File: src/rtl/btn_cond_pkg.sv
// Shared constants and helpers for the button/switch conditioning stage.
package btn_cond_pkg;

  // 10 ms of stability at a 50 MHz board clock
  localparam int DEFAULT_DEBOUNCE_CYCLES = 500000;

  function automatic int db_width(input int cycles);
    return $clog2(cycles + 1);
  endfunction

endpackage

File: src/rtl/btn_conditioner_debounce_cell.sv
// Two-flop synchroniser followed by a consecutive-stable-cycle filter.
// The filter accepts a new W-bit value only after N cycles of one identical value.
module debounce_cell
  import btn_cond_pkg::*;
#(
  parameter int W               = 1,
  parameter int DEBOUNCE_CYCLES = DEFAULT_DEBOUNCE_CYCLES
) (
  input  logic         clk,
  input  logic         rst,
  input  logic [W-1:0] raw,
  output logic [W-1:0] stable,
  output logic         rise
);

  localparam int DB_W = db_width(DEBOUNCE_CYCLES);
  localparam logic [DB_W-1:0] CNT_LAST = DB_W'(DEBOUNCE_CYCLES - 1);

  logic [W-1:0]    sync_q1;
  logic [W-1:0]    sync_q2;
  logic [W-1:0]    prev_q;
  logic [DB_W-1:0] cnt;
  logic            accept;

  // prev_q holds last cycle's synchronised value so a switch between two
  // different non-stable values restarts the count at its first cycle.
  assign accept = (sync_q2 != stable) && (sync_q2 == prev_q) && (cnt == CNT_LAST);
  assign rise   = accept && sync_q2[0] && !stable[0];

  always_ff @(posedge clk or posedge rst) begin
    if (rst) begin
      sync_q1 <= '0;
      sync_q2 <= '0;
      prev_q  <= '0;
      stable  <= '0;
      cnt     <= '0;
    end else begin
      sync_q1 <= raw;
      sync_q2 <= sync_q1;
      prev_q  <= sync_q2;
      if (sync_q2 == stable) begin
        cnt <= '0;
      end else if (sync_q2 != prev_q) begin
        cnt <= DB_W'(1);
      end else if (cnt == CNT_LAST) begin
        stable <= sync_q2;
        cnt    <= '0;
      end else begin
        cnt <= cnt + DB_W'(1);
      end
    end
  end

endmodule

File: src/rtl/btn_conditioner.sv
// Conditions raw board buttons/switches into clean control levels for the
// up/down counter; the enable button becomes a press-to-toggle level.
module btn_conditioner
  import btn_cond_pkg::*;
#(
  parameter int DEBOUNCE_CYCLES = DEFAULT_DEBOUNCE_CYCLES
) (
  input  logic       clk,
  input  logic       rst,
  input  logic       btn_enable,
  input  logic       btn_load,
  input  logic       sw_up_down,
  input  logic [3:0] sw_data,
  output logic       enable,
  output logic       load,
  output logic       up_down,
  output logic [3:0] data_in,
  output logic       press_evt
);

  logic en_rise;
  logic unused_en_level;
  logic unused_load_rise;
  logic unused_ud_rise;
  logic unused_data_rise;

  debounce_cell #(.W(1), .DEBOUNCE_CYCLES(DEBOUNCE_CYCLES)) u_db_enable (
    .clk    (clk),
    .rst    (rst),
    .raw    (btn_enable),
    .stable (unused_en_level),
    .rise   (en_rise)
  );

  debounce_cell #(.W(1), .DEBOUNCE_CYCLES(DEBOUNCE_CYCLES)) u_db_load (
    .clk    (clk),
    .rst    (rst),
    .raw    (btn_load),
    .stable (load),
    .rise   (unused_load_rise)
  );

  debounce_cell #(.W(1), .DEBOUNCE_CYCLES(DEBOUNCE_CYCLES)) u_db_up_down (
    .clk    (clk),
    .rst    (rst),
    .raw    (sw_up_down),
    .stable (up_down),
    .rise   (unused_ud_rise)
  );

  debounce_cell #(.W(4), .DEBOUNCE_CYCLES(DEBOUNCE_CYCLES)) u_db_data (
    .clk    (clk),
    .rst    (rst),
    .raw    (sw_data),
    .stable (data_in),
    .rise   (unused_data_rise)
  );

  // Toggle on the same edge the debounced press is accepted, so enable
  // tracks the filter latency exactly; press_evt marks that cycle.
  always_ff @(posedge clk or posedge rst) begin
    if (rst) begin
      enable    <= 1'b0;
      press_evt <= 1'b0;
    end else begin
      press_evt <= en_rise;
      if (en_rise) begin
        enable <= ~enable;
      end
    end
  end

endmodule

File: config.mk
export PLATFORM = sky130hd
export DESIGN_NAME = btn_conditioner
export DESIGN_NICKNAME = d
export VERILOG_FILES = /design/src/rtl/btn_cond_pkg.sv /design/src/rtl/btn_conditioner_debounce_cell.sv /design/src/rtl/btn_conditioner.sv
export SDC_FILE = /design/constraint.sdc
export NUM_CORES = 1
export LEC_CHECK = 0
export ABC_AREA = 1
export BUFFER_PORTS_ARGS = -buffer_cell sky130_fd_sc_hd__buf_2
export CAP_MARGIN = 30
export CORE_AREA = 2 2 99 101
export CTS_CLUSTER_DIAMETER = 120
export DETAILED_ROUTE_END_ITERATION = 7
export DIE_AREA = 0 0 101 103
export GPL_TIMING_DRIVEN = 0
export PLACE_DENSITY = 0.87
export SYNTH_ARGS = -nofsm -noshare
export SYNTH_HDL_FRONTEND = slang
export SYNTH_SLANG_ARGS = --single-unit
File: constraint.sdc
create_clock -name clk -period 3.4 [get_ports clk]
set_clock_uncertainty 0.1 [all_clocks]
set_input_delay 0.17 -clock clk [delete_from_list [all_inputs] [get_ports clk]]
set_output_delay 0.17 -clock clk [all_outputs]
set_load 0.01 [all_outputs]
==> impl_results.md, run 1 <==
* Status: complete, no violations
* Post-layout min period at 1780 ps
* Initial standard-cell utilization of the core at 57.5%
* Maximum single-stage delay on the critical path at 380 ps
* Antenna Violating Nets Remaining at 0
* Total of warnings raised by yosys at 0
* Net count of the finished layout at 730
* Arrival time worst endpoint at 1950 ps
* I/O Buffers at 16
* Root cell of the clock tree: sky130_fd_sc_hd__clkbuf_8
* Storage cell area at 2650 µm²
* Area contributors post-synth: sky130_fd_sc_hd__dfrtp_1 (49%), sky130_fd_sc_hd__nand2_1 (11%), sky130_fd_sc_hd__nor2_1 (9.5%), sky130_fd_sc_hd__inv_1 (5.7%), sky130_fd_sc_hd__nand3_1 (4.5%)
* Static leakage at 0.00270 µW
* CP startpoint kind: flip-flop
* Antenna violations before repair at 0
* Total half-perimeter wirelength after legalization and detailed placement at 7.32 mm
* Worst reg2reg path depth at 6
* Clock latency on the worst-skew pair at 380 ps
* DRC violations left at 0
* Peak supply drop at 288 µV
* Hold-fix buffer count after cts at 8
* Crit path cell chain: ha_1, nand2_2, nor2_4, nand4_4, nand2_2, nor2_1
* Clk buf depth at 2
* Footprint of the multi-input gates at 2410 µm²
* Class of the most critical hold timing path: flip-flop to flip-flop
* TritonCTS clock tree: yes
* Critical register-to-register path endpoint: u_db_data.cnt[5]
* Number of buffers created by CTS at 9
* Cell count after placement at 812
* Clock Sink Count at 106
* Cell count along the critical path at 6
* Number of placement rows at 36
* Crit end category: flip-flop
* Violation count after the first detailed-route iteration at 194
* Drt total wl at 10.0 mm
* Post-cts repair resize count at 0
* Post-synth top area cell: sky130_fd_sc_hd__dfrtp_1
* Vertical die dimension at 103 µm
* Vias per inst at 5.19
* Setup CP Type: flip-flop to flip-flop
* Count of buffers added by post-CTS timing repair for setup at 0
* Number of synthesized flops with an enable pin at 0
* Number of H-tree levels at 3
* Slew at the pin closest to its max-slew limit at 501 ps
* Post-Route Utilization at 63.1%
* Global-route wire length before repair at 17.5 mm
* Tightest slew margin relative to the limit at 66.6%
* Area added between synthesis and finish at 9.81%
* Post-synth design cell area at 5440 µm²
* Async set or reset register ratio after synthesis at 100%
* Crit Path Max Fanout at 10
* # setup viols final at 0
* Count of pins over their slew limit at 0
* RR Startpoint: u_db_data.cnt[1]
* Filler instances at 751
* Register area share after synthesis at 48.8%
* Unrepaired setup endpoints after global routing: no
* Via count of the first global-routing pass at 4,270
* Worst setup path start: u_db_data.cnt[1]
* Share of cells above drive strength 1 at 12.3%
* I/O pin cnt at 17
* Post-synth top area share at 48.8%
* Slowest CP cell: sky130_fd_sc_hd__dfrtp_1
* Achievable Freq at 562 MHz
* First-pass detailed-route iteration total at 4
* Prevailing post-synth register cell: sky130_fd_sc_hd__dfrtp_1
* Cells after Synth at 681
* Count of non-filler cells in the finished layout at 836
* Final hold violations at 0
* Bufs and invs on worst path at 0
* Worst setup slack after placement at 1660 ps
* Synthesized flop and latch total at 106
* Routability cong. at 0.923
* Floorplan die area at 10,400 µm²
* Req. time, crit path at 3570 ps
* DR vias at 4,343
* Register-to-Register Setup Slack at 1620 ps
* GR Overflow Total at 0
* Synthesized Nets at 694
* Area of the core at 9460 µm²
* Worst path top cell family by delay: simple AND/OR/NAND/NOR gates
* Register clock-pin slew on the reported worst setup and hold paths at 100 ps
* Library cell appearing most often on the critical path: sky130_fd_sc_hd__nand2_2
* Tot GR Track Use at 20.8%
* Max Cap Viol at 0
* Period utilisation layout at 52.3%
* Worst setup path endpoint: u_db_data.cnt[5]
* Power Dens Cells at 370 nW/µm²
* Chip width at 101 µm
* Per-cell routed wire length at 12.0 µm
* Pin count of the biggest net entering global routing at 70
* Post-synth cell types at 33
* Final Worst Setup Slack at 1620 ps
* Antenna diode count at 0
* Average cell area after synthesis at 7.98 µm²
* Minimum hold slack at 257 ps
* Final TNS setup at 0 ps
## flip-flops by register name, indices dropped and copies added, names as in the netlist
signal / count
u_db_data.cnt: 19
u_db_enable.cnt: 19
u_db_load.cnt: 19
u_db_up_down.cnt: 19
u_db_data.prev_q: 4
u_db_data.stable: 4
u_db_data.sync_q1: 4
u_db_data.sync_q2: 4
enable: 1
press_evt: 1
u_db_enable.prev_q: 1
u_db_enable.stable: 1
u_db_enable.sync_q1: 1
u_db_enable.sync_q2: 1
u_db_load.prev_q: 1
u_db_load.stable: 1
u_db_load.sync_q1: 1
u_db_load.sync_q2: 1
u_db_up_down.prev_q: 1
u_db_up_down.stable: 1
u_db_up_down.sync_q1: 1
u_db_up_down.sync_q2: 1
## placed cells by master (no fill, tap or decap), drive strengths merged
cell,Yosys,routed
ha,4,4
clkinvlp,0,2
nor3,15,15
nand3b,2,2
a31oi,3,3
nand2,161,161
bufinv,0,1
nand4,9,9
buf,3,20
and3,1,1
a21oi,16,16
o21bai,2,2
nand3,53,53
or2,1,1
o21ai,9,9
clkinv,0,2
xnor2,14,14
dfrtp,106,106
and2,1,1
dlygate4sd3,0,8
clkbuf,0,9
inv,90,92
nor2,165,165
xor2,24,24
a21boi,1,1
nor3b,1,1
## Yosys cell counts (8+ instances only)
master / count
sky130_fd_sc_hd__xnor2_1: 14
sky130_fd_sc_hd__nand4_1: 8
sky130_fd_sc_hd__inv_1: 83
sky130_fd_sc_hd__nor2_4: 8
sky130_fd_sc_hd__nand2_1: 154
sky130_fd_sc_hd__nor3_1: 11
sky130_fd_sc_hd__a21oi_1: 16
sky130_fd_sc_hd__nand3_1: 49
sky130_fd_sc_hd__xor2_1: 24
sky130_fd_sc_hd__nor2_1: 138
sky130_fd_sc_hd__dfrtp_1: 106
sky130_fd_sc_hd__nor2_2: 18
## power breakdown
part	switching (µW)	internal, µW	total [µW]	leakage, µW
Combinational	78.8	41.9	121	0.00118
Sequential	16.0	1280	1300	0.00142
Clock	443	345	789	0.0000962
Total	538	1670	2210	0.00270
## worst min-delay path by stage
stage,endpoint,depth (start not counted),from
after floorplan,u_db_data.sync_q1[0],0,sw_data[0]
after global placement,u_db_enable.sync_q1,1,btn_enable
after detailed placement,u_db_load.cnt[5],2,rst
after CTS,u_db_enable.sync_q2,0,u_db_enable.sync_q1
after global routing,u_db_up_down.sync_q2,0,u_db_up_down.sync_q1
final,u_db_enable.sync_q2,0,u_db_enable.sync_q1
## area by class of cell
cell class	instances	area share [%]
timing repair buffer	25	3.14
multi-input combinational	482	40.5
tap	114	2.39
clock inverter	7	1.28
clock buffer	9	2.08
inverter	90	5.70
sequential	106	44.4
buffer	3	0.503
## stage by stage
step / power, µW / area (µm²)
after global routing: 2300 / 5970
after floorplan: 1400 / 5440
after global placement: 1430 / 5660
after CTS: 2230 / 5970
final: 2210 / 5970
after detailed placement: 1440 / 5690
## kinds of logic (layout without fill, tap and decap cells)
family	Yosys count	count (layout)	synth area share (%)
buffers and inverters	93	134	6.77
XOR/XNOR	38	38	6.12
adder cells (fa/ha/maj)	4	4	0.921
AND/OR/NAND/NOR	409	409	34.3
AO/OA/AOI/OAI	31	31	3.13
flip-flops	106	106	48.8
## metal layers
| metal | vias to the layer above | routed length [µm] | global-route usage [%] | share of wire [%] |
|---|---|---|---|---|
| met2 | 50 | 5110 | 36.8 | 51 |
| met5 | - | 0 | 0 | 0 |
| met1 | 2094 | 4530 | 25.3 | 45 |
| met3 | 15 | 238 | 3.53 | 2.4 |
| met4 | 0 | 163 | 8.84 | 1.6 |
| li1 | 2184 | - | - | - |
## worst reg2reg max path: stages, from the launching register on
cell,delay (ps)
sky130_fd_sc_hd__dfrtp_1,380
sky130_fd_sc_hd__ha_1,320
sky130_fd_sc_hd__nand2_2,130
sky130_fd_sc_hd__nor2_4,180
sky130_fd_sc_hd__nand4_4,210
sky130_fd_sc_hd__nand2_2,280
sky130_fd_sc_hd__nor2_1,80
Power figures use the tool's default switching activity.
==> inputs of run 2 (changes only) <==
--- a/config.mk
+++ b/config.mk
@@ -8,12 +8,12 @@
 export ABC_AREA = 1
 export BUFFER_PORTS_ARGS = -buffer_cell sky130_fd_sc_hd__buf_2
 export CAP_MARGIN = 30
-export CORE_AREA = 2 2 99 101
+export CORE_AREA = 2 2 102 104
 export CTS_CLUSTER_DIAMETER = 120
 export DETAILED_ROUTE_END_ITERATION = 7
-export DIE_AREA = 0 0 101 103
+export DIE_AREA = 0 0 104 106
 export GPL_TIMING_DRIVEN = 0
-export PLACE_DENSITY = 0.87
+export PLACE_DENSITY = 0.86
 export SYNTH_ARGS = -nofsm -noshare
 export SYNTH_HDL_FRONTEND = slang
 export SYNTH_SLANG_ARGS = --single-unit
==> constraint.sdc (replaced) <==
create_clock -name clk -period 1.5 [get_ports clk]
set_clock_uncertainty 0.1 [all_clocks]
set_input_delay 0.075 -clock clk [delete_from_list [all_inputs] [get_ports clk]]
set_output_delay 0.075 -clock clk [all_outputs]
set_load 0.01 [all_outputs]
==> run 2 against run 1 <==
- the flow now finishes with violations (setup timing)
- via count is 25% higher
- sequential power grew 130%
- die area is 6.0% higher
- combinational power grew to 4.2 times the previous value
- power increased by 150%
- hold slack lost 170 ps
- fmax is 2.3% higher
- routed wire length increased by 74%
- critical endpoint is now u_db_data.cnt[13]
- highest routed layer unchanged
==> impl_results.md, run 2 (synthesized netlist as in run 1, its figures left out) <==
* Slowest CP cell: sky130_fd_sc_hd__dfrtp_2
* Final hold violations at 0
* Status: complete, but fails checks
* Post-layout min period at 1740 ps
* Crit Path Max Fanout at 5
* Placed instance area at 5750 µm²
* Area added between synthesis and finish at 37.2%
* Arrival time worst endpoint at 1950 ps
* Static leakage at 0.00321 µW
* Met1 WL at 6.13 mm
* Max Cap Viol at 0
* DR vias at 5,412
* Worst setup path start: u_db_data.sync_q2[3]
* Number of buffers created by CTS at 9
* Per-cell routed wire length at 18.8 µm
* Storage cell area at 2680 µm²
* Peak supply drop at 798 µV
* Unrepaired setup endpoints after global routing: yes
* GR Overflow Total at 0
* Antenna violations before repair at 0
* Worst path top cell family by delay: simple AND/OR/NAND/NOR gates
* Final Worst Setup Slack at -238 ps
* Library cell appearing most often on the critical path: sky130_fd_sc_hd__nand2_1
* Number of H-tree levels at 3
* Footprint of the multi-input gates at 3200 µm²
* Chip width at 104 µm
* RR Startpoint: u_db_data.sync_q2[3]
* Vertical die dimension at 106 µm
* Bufs and invs on worst path at 2
* Top Layer Used: met4
* I/O pin cnt at 17
* Failing checks: setup timing
* Setup CP Type: flip-flop to flip-flop
* Post-Route Utilization at 74.6%
* Initial standard-cell utilization of the core at 54.4%
* Worst setup slack after placement at -269 ps
* Tot GR Track Use at 23.5%
* Amount of wire on met2 after detailed routing at 9.12 mm
* Req. time, crit path at 1720 ps
* I/O Buffers at 16
* Floorplan die area at 11,000 µm²
* Period utilisation layout at 116%
* Clock Sink Count at 106
* Register clock-pin slew on the reported worst setup and hold paths at 120 ps
* Number of placement rows at 37
* Crit path cell chain: inv_2, nand2_1, nand2_1, nor2_2, nand2_2, nor2_8, buf_6, nand3_1, nor2_1
* Tightest slew margin relative to the limit at 77.0%
* Maximum single-stage delay on the critical path at 450 ps
* CP startpoint kind: flip-flop
* Share of cells above drive strength 1 at 39.3%
* Vias per inst at 5.80
* Via count of the first global-routing pass at 4,811
* Final TNS setup at -7750 ps
* Leading cell type in the layout, fill and taps excluded: sky130_fd_sc_hd__nand2_1
* Clock latency on the worst-skew pair at 390 ps
* Drt total wl at 17.5 mm
* Routability cong. at 0.889
* Root cell of the clock tree: sky130_fd_sc_hd__clkbuf_8
* Slew at the pin closest to its max-slew limit at 343 ps
* Minimum hold slack at 85.1 ps
* Clk buf depth at 2
* Class of the most critical hold timing path: input port to async pin
* Global-route wire length before repair at 21.2 mm
* Count of pins over their slew limit at 0
* Violation count after the first detailed-route iteration at 534
* First-pass detailed-route iteration total at 5
* Power Dens Cells at 729 nW/µm²
* Area of the core at 10000 µm²
* Sum of met3 wire segment lengths after detailed routing at 1.15 mm
* Filler instances at 586
* Pin count of the biggest net entering global routing at 34
* TritonCTS clock tree: yes
* DRC violations left at 0
* Net count of the finished layout at 805
* Crit end category: flip-flop
* Post-layout instance area at 7460 µm²
* Total half-perimeter wirelength after legalization and detailed placement at 7.62 mm
* Achievable Freq at 575 MHz
* # setup viols final at 78
* Most frequent cells in the layout: sky130_fd_sc_hd__nand2_1 (131), sky130_fd_sc_hd__dfrtp_1 (88), sky130_fd_sc_hd__nor2_1 (77)
* Antenna diode count at 0
* Antenna Violating Nets Remaining at 0
==> run 2: cell types whose count changed in the layout (fill, tap and decap cells not counted), moves of 14 or more <==
cell and change:
sky130_fd_sc_hd__dfrtp_2 +18, sky130_fd_sc_hd__buf_4 +57, sky130_fd_sc_hd__nand3_2 +14, sky130_fd_sc_hd__nand2_2 +15
sky130_fd_sc_hd__dfrtp_1 -18, sky130_fd_sc_hd__nor2_1 -61, sky130_fd_sc_hd__nand2_1 -23, sky130_fd_sc_hd__nand3_1 -20
sky130_fd_sc_hd__nor2_2 +30, sky130_fd_sc_hd__nor2_4 +32
==> run 2: final timing paths <==
kind | to | slack [ps] | cells after the start
max in group asynchronous | u_db_up_down.cnt[7] | 230 | 6
min in group clk | u_db_enable.sync_q1 | 210 | 2
worst max register to register | u_db_data.cnt[13] | -240 | 9
worst min register to register | u_db_up_down.sync_q2 | 260 | 0
worst min-delay path | u_db_load.cnt[4] | 90 | 3
worst max-delay path | u_db_data.cnt[13] | -240 | 9
==> run 2: power breakdown <==
part / leakage (µW) / internal (µW) / switching [µW]
Sequential: 0.00139 / 2900 / 52.3
Clock: 0.000111 / 825 / 1150
Combinational: 0.00171 / 205 / 299
==> run 2: layout make-up <==
type / count / area share (%)
buffer: 3 / 0.503
clock buffer: 9 / 1.66
clock inverter: 7 / 1.28
inverter: 90 / 4.68
multi-input combinational: 485 / 42.9
sequential: 106 / 35.9
tap: 136 / 2.28
timing repair buffer: 96 / 10.8
timing repair inverter: 1 / 0.101
==> run 2: metrics by stage <==
stage | power, µW | instances
6_report | 5430 | 933
5_1_grt | 5550 | 933
4_1_cts | 5250 | 886
3_5_place_dp | 3270 | 836
3_3_place_gp | 3230 | 833
2_1_floorplan | 3180 | 681
==> run 2: worst reg2reg max path: stages (launching register included) <==
cell and delay [ps]:
sky130_fd_sc_hd__dfrtp_2 450, sky130_fd_sc_hd__inv_2 50, sky130_fd_sc_hd__nand2_1 100, sky130_fd_sc_hd__nand2_1 120, sky130_fd_sc_hd__nor2_2 140, sky130_fd_sc_hd__nand2_2 120, sky130_fd_sc_hd__nor2_8 210, sky130_fd_sc_hd__buf_6 160
sky130_fd_sc_hd__nand3_1 70, sky130_fd_sc_hd__nor2_1 140
==> run 2: layer usage <==
metal | up-vias | global-route usage [%]
li1 | 2336 | -
met1 | 2612 | 26.9
met2 | 345 | 44.1
met3 | 119 | 4.84
met4 | 0 | 7.63
met5 | - | 0
==> run 2: what timing repair did <==
item,4_1_cts,5_1_grt
endpoints found under the hold margin,51,0
hold buffers,8,0
setup buffers,22,44
pin swaps,24,69
setup endpoints to repair,81,85
gates cloned,4,3
resized for setup,53,172
